<file path="src/rtl/bcd_countdown_timer.sv">
`timescale 1ns/1ps
// Two-digit BCD countdown timer with IDLE/RUN/PAUSED/DONE control FSM.
// Ports:
//   clk, reset (async, active-high)
//   load, load_tens[3:0], load_ones[3:0] : load a count, return to IDLE
//   start, tick, pause : control inputs
//   tens[3:0], ones[3:0] : registered BCD count
//   zero : count is 00
//   running : state is RUN
//   expired : one-cycle pulse on entry to DONE
module bcd_countdown_timer #(
    parameter int DEFAULT_TENS = 6,
    parameter int DEFAULT_ONES = 0
) (
    input  logic       clk,
    input  logic       reset,
    input  logic       load,
    input  logic [3:0] load_tens,
    input  logic [3:0] load_ones,
    input  logic       start,
    input  logic       tick,
    input  logic       pause,
    output logic [3:0] tens,
    output logic [3:0] ones,
    output logic       zero,
    output logic       running,
    output logic       expired
);

    typedef enum logic [1:0] {
        IDLE   = 2'd0,
        RUN    = 2'd1,
        PAUSED = 2'd2,
        DONE   = 2'd3
    } state_t;

    localparam logic [3:0] RST_TENS =
        (DEFAULT_TENS > 9) ? 4'd9 : 4'(DEFAULT_TENS);
    localparam logic [3:0] RST_ONES =
        (DEFAULT_ONES > 9) ? 4'd9 : 4'(DEFAULT_ONES);

    function automatic logic [3:0] clamp9(input logic [3:0] d);
        return (d > 4'd9) ? 4'd9 : d;
    endfunction

    state_t     state_q, state_d;
    logic [3:0] tens_q, tens_d;
    logic [3:0] ones_q, ones_d;
    logic       expired_q, expired_d;

    logic       cnt_zero;
    logic       cnt_one;

    assign cnt_zero = (tens_q == 4'd0) && (ones_q == 4'd0);
    assign cnt_one  = (tens_q == 4'd0) && (ones_q == 4'd1);

    always_comb begin
        state_d   = state_q;
        tens_d    = tens_q;
        ones_d    = ones_q;
        expired_d = 1'b0;

        if (load) begin
            tens_d  = clamp9(load_tens);
            ones_d  = clamp9(load_ones);
            state_d = IDLE;
        end else begin
            unique case (state_q)
                IDLE: begin
                    if (start) begin
                        if (cnt_zero) begin
                            state_d   = DONE;
                            expired_d = 1'b1;
                        end else begin
                            state_d = RUN;
                        end
                    end
                end
                RUN: begin
                    // pause wins over a same-cycle tick
                    if (pause) begin
                        state_d = PAUSED;
                    end else if (tick && !cnt_zero) begin
                        if (ones_q != 4'd0) begin
                            ones_d = ones_q - 4'd1;
                        end else begin
                            ones_d = 4'd9;
                            tens_d = tens_q - 4'd1;
                        end
                        if (cnt_one) begin
                            state_d   = DONE;
                            expired_d = 1'b1;
                        end
                    end
                end
                PAUSED: begin
                    if (!pause) begin
                        state_d = RUN;
                    end
                end
                DONE: begin
                    state_d = DONE;
                end
                default: begin
                    state_d = IDLE;
                end
            endcase
        end
    end

    always_ff @(posedge clk or posedge reset) begin
        if (reset) begin
            state_q   <= IDLE;
            tens_q    <= RST_TENS;
            ones_q    <= RST_ONES;
            expired_q <= 1'b0;
        end else begin
            state_q   <= state_d;
            tens_q    <= tens_d;
            ones_q    <= ones_d;
            expired_q <= expired_d;
        end
    end

    assign tens    = tens_q;
    assign ones    = ones_q;
    assign zero    = cnt_zero;
    assign running = (state_q == RUN);
    assign expired = expired_q;

endmodule

</file>
<file path="config.mk">
export PLATFORM = sky130hd
export DESIGN_NAME = bcd_countdown_timer
export DESIGN_NICKNAME = d
export VERILOG_FILES = /design/src/rtl/bcd_countdown_timer.sv
export SDC_FILE = /design/constraint.sdc
export NUM_CORES = 1
export LEC_CHECK = 0
export ABC_AREA = 1
export ABC_CLOCK_PERIOD_IN_PS = 2600
export CAP_MARGIN = 20
export CORE_MARGIN = 2
export CORE_UTILIZATION = 38
export CTS_CLUSTER_DIAMETER = 60
export DETAILED_ROUTE_END_ITERATION = 8
export GPL_TIMING_DRIVEN = 0
export PLACE_DENSITY_LB_ADDON = 0.2
export SYNTH_ARGS = -nofsm -noshare
export SYNTH_HDL_FRONTEND = slang
export SYNTH_SLANG_ARGS = --single-unit
</file>
<file path="constraint.sdc">
create_clock -name clk -period 2.6 [get_ports clk]
set_clock_uncertainty 0.05 [all_clocks]
set_input_delay 0.65 -clock clk [delete_from_list [all_inputs] [get_ports clk]]
set_output_delay 0.65 -clock clk [all_outputs]
set_load 0.01 [all_outputs]
</file>
==> reports/metrics.cfg <==
[pwr]
power.leakage_nw=0.5119
p_sw_uw=240.3
power_density_nw_per_um2=575.7
swShare_pct=37.83
p_int_uw=395.0
clkPwrFrac_pct=19.3
pwr-share-comb_pct=42.4
pwr-share-seq_pct=38.3
peakVddDrop_mv=0.3208

[worst_setup_path]
critPathMaxStageDelay_ns=0.57
required_ns=1.90
path_buf_inv=2
start_kind=flip-flop
path_max_fanout=5
cp-end-kind=output port
worstPathCellList=inv_1 > ha_1 > nand2_1 > nor2_4 > clkdlybuf4s50_1
critPathKind=flip-flop to output port
crit_family=buffers and inverters
slowest_stage=clkdlybuf4s50_1
arrival_ns=1.82

[yosys]
synth_largest_area_cell=dfrtp_1
syn_inst=112
ys_warn_count=0
synth_top_area_share_pct=28.04
synth_top_family_by_area=simple AND/OR/NAND/NOR gates
yosys-top-cells-count=nand2_1, inv_1, nand3_1, nor2_1
synth-edff-count=0
syn_area_um2=803.3
ys.flop_type=dfrtp_1
synth_nets=127
synthAdderAreaFrac_pct=1.558
yosys.area_share.xor_xnor_pct=1.090
synth-simple-area-share_pct=38.79
synth_compound_area_share_pct=13.40
synthMuxAreaShare_pct=0
yosysSeqAreaShare_pct=34.58
ys_types=24
avgSynthCellArea_um2=7.172
yosys-top-cells-area=dfrtp_1, nand2_1, nand3_1, dfstp_2, inv_1
async_flop_share_pct=100.0
ys_seq_elements=11
post-synth-top-count-cell=nand2_1

[final_layout]
finalInstanceArea_um2=1104
syn2layout_area_growth_pct=37.38
fin_nets=156
final_layout_size_suffix_gt1_share_pct=14.29
antenna_cells=0

[clock_tree]
h-tree-depth=1
cts_tree=yes
clock-root-buffer=clkbuf_4
cts-resized-gates=0
cts_buffer_depth=2
cts_sinks=11
cts_buffers=3
postCtsHoldBufs=0
path_clk_slew_ns=0.08
cts_setup_buffers=0
clk_latency_ns=0.27

[place]
post-place-ws_ns=0.3822
place.port_buffers=24
placed_area_um2=1077
routabilityCongestion=0.8288
hpwl_um=1419

[timing]
slew_headroom_pct=71.24
hold_violations=0
layout_setup_ws_ns=0.08103
worst_pin_slew_ns=0.4309
slew_viol_final=0
rsz0062_at_grt=no
period_needed_ns=2.519
min_period_over_period_pct=96.88
max_freq_mhz=397.0
setup-tns-final_ns=0
finalSetupViolations=0

[route]
drt_iter0_markers=12
dr.pass1.iters=4
viasPerCell=4.832
drtAntennaViolNets=0
wl_per_cell_um=10.76
drt-total-wl_um=1797
vias=807
drc=0

[floorplan]
die_x_um=49.98
core_um2=1982
rows=16
initial_core_util_pct=40.53
die_h_um=49.98
ios=25
die_area_um2=2498

[grt]
grt_max_degree=12
antenna_found_initial=0
grt-ovfl-total=0
grt_pass1_wl_um=3146
grt.total_usage_pct=16.38
grt_pass1_vias=776

[hold_path]
hold_class=flip-flop to flip-flop

[flow_run]
maxCapViolations=0

[status]
status=finished, final reports clean

## tightest hold or removal path: stages (launching register included)
cell and delay (ns):
dfstp_2 0.38, nand3_1 0.07, nand2_1 0.05
## final cells by class
type | count | area [um^2]
fill | 188 | 878.3
multi-input combinational | 83 | 440.4
sequential | 11 | 277.8
timing repair buffer | 24 | 240.2
inverter | 17 | 77.57
tap | 27 | 33.78
clock buffer | 4 | 26.28
buffer | 1 | 7.507
## cell families after synthesis
kind of cell	Yosys count
compound gates	20
xor+xnor	1
fa+ha+maj	1
buf+inv	18
flops	11
simple gates	61
## final timing paths
kind,start,end,slack [ns],cells past startpoint
worst max-delay path,tens[0]$_DFFE_PP0P_,zero,0.08,5
worst min-delay path,tens[1]$_DFFE_PP1P_,tens[1]$_DFFE_PP1P_,0.45,2
worst max register to register,tens[1]$_DFFE_PP1P_,tens[1]$_DFFE_PP1P_,1.02,9
worst min register to register,tens[1]$_DFFE_PP1P_,tens[1]$_DFFE_PP1P_,0.45,2
max in group asynchronous,reset,tens[1]$_DFFE_PP1P_,1.55,2
min in group asynchronous,reset,state_q[1]$_DFFE_PP0P_,0.62,2
## state kept, by name (all words and copies together), names as in the netlist
register and flops:
state_q 2, expired 1, tens 4, ones 4
## cell usage in the layout (no fill, tap or decap), drive strengths merged, types with 2 or more instances in the layout
cell | synthesis | final
clkbuf | 0 | 4
a22oi | 2 | 2
nor2 | 15 | 15
o21ai | 13 | 13
dfstp | 2 | 2
nand3 | 11 | 11
dfrtp | 9 | 9
clkdlybuf4s50 | 0 | 24
a21oi | 4 | 4
inv | 16 | 16
nand4 | 2 | 2
nand2 | 30 | 30
nor3 | 2 | 2
## power by group through the flow
| stage | clock (mW) | combinational, mW | sequential (mW) |
|---|---|---|---|
| after floorplan | 0 | 0.155 | 0.252 |
| after CTS | 0.125 | 0.271 | 0.243 |
| after detailed placement | 0 | 0.270 | 0.246 |
| after global placement | 0 | 0.265 | 0.245 |
| final | 0.123 | 0.269 | 0.243 |
| after global routing | 0.133 | 0.302 | 0.248 |
## per-layer routing
layer  share of wire (%)  routed length, um  vias up  GRT usage [%]
met5                   0                  0        -              0
met4                 1.1                 20        0          8.333
met3                 2.6                 47        2          1.818
met2                  51                914       13          28.22
met1                  45                814      370          19.96
li1                    -                  -      422              -
## metrics by stage
stage	power, mW	util (%)	instances	hold slack, ns
2_1_floorplan	0.4063	-	112	0.4465
3_5_place_dp	0.5163	54.36	163	0.4397
3_3_place_gp	0.5098	54.36	163	0.4385
6_report	0.6353	55.68	167	0.4525
5_1_grt	0.6821	55.68	167	0.4721
4_1_cts	0.6400	55.68	167	0.4535
Power figures use the tool's default switching activity.
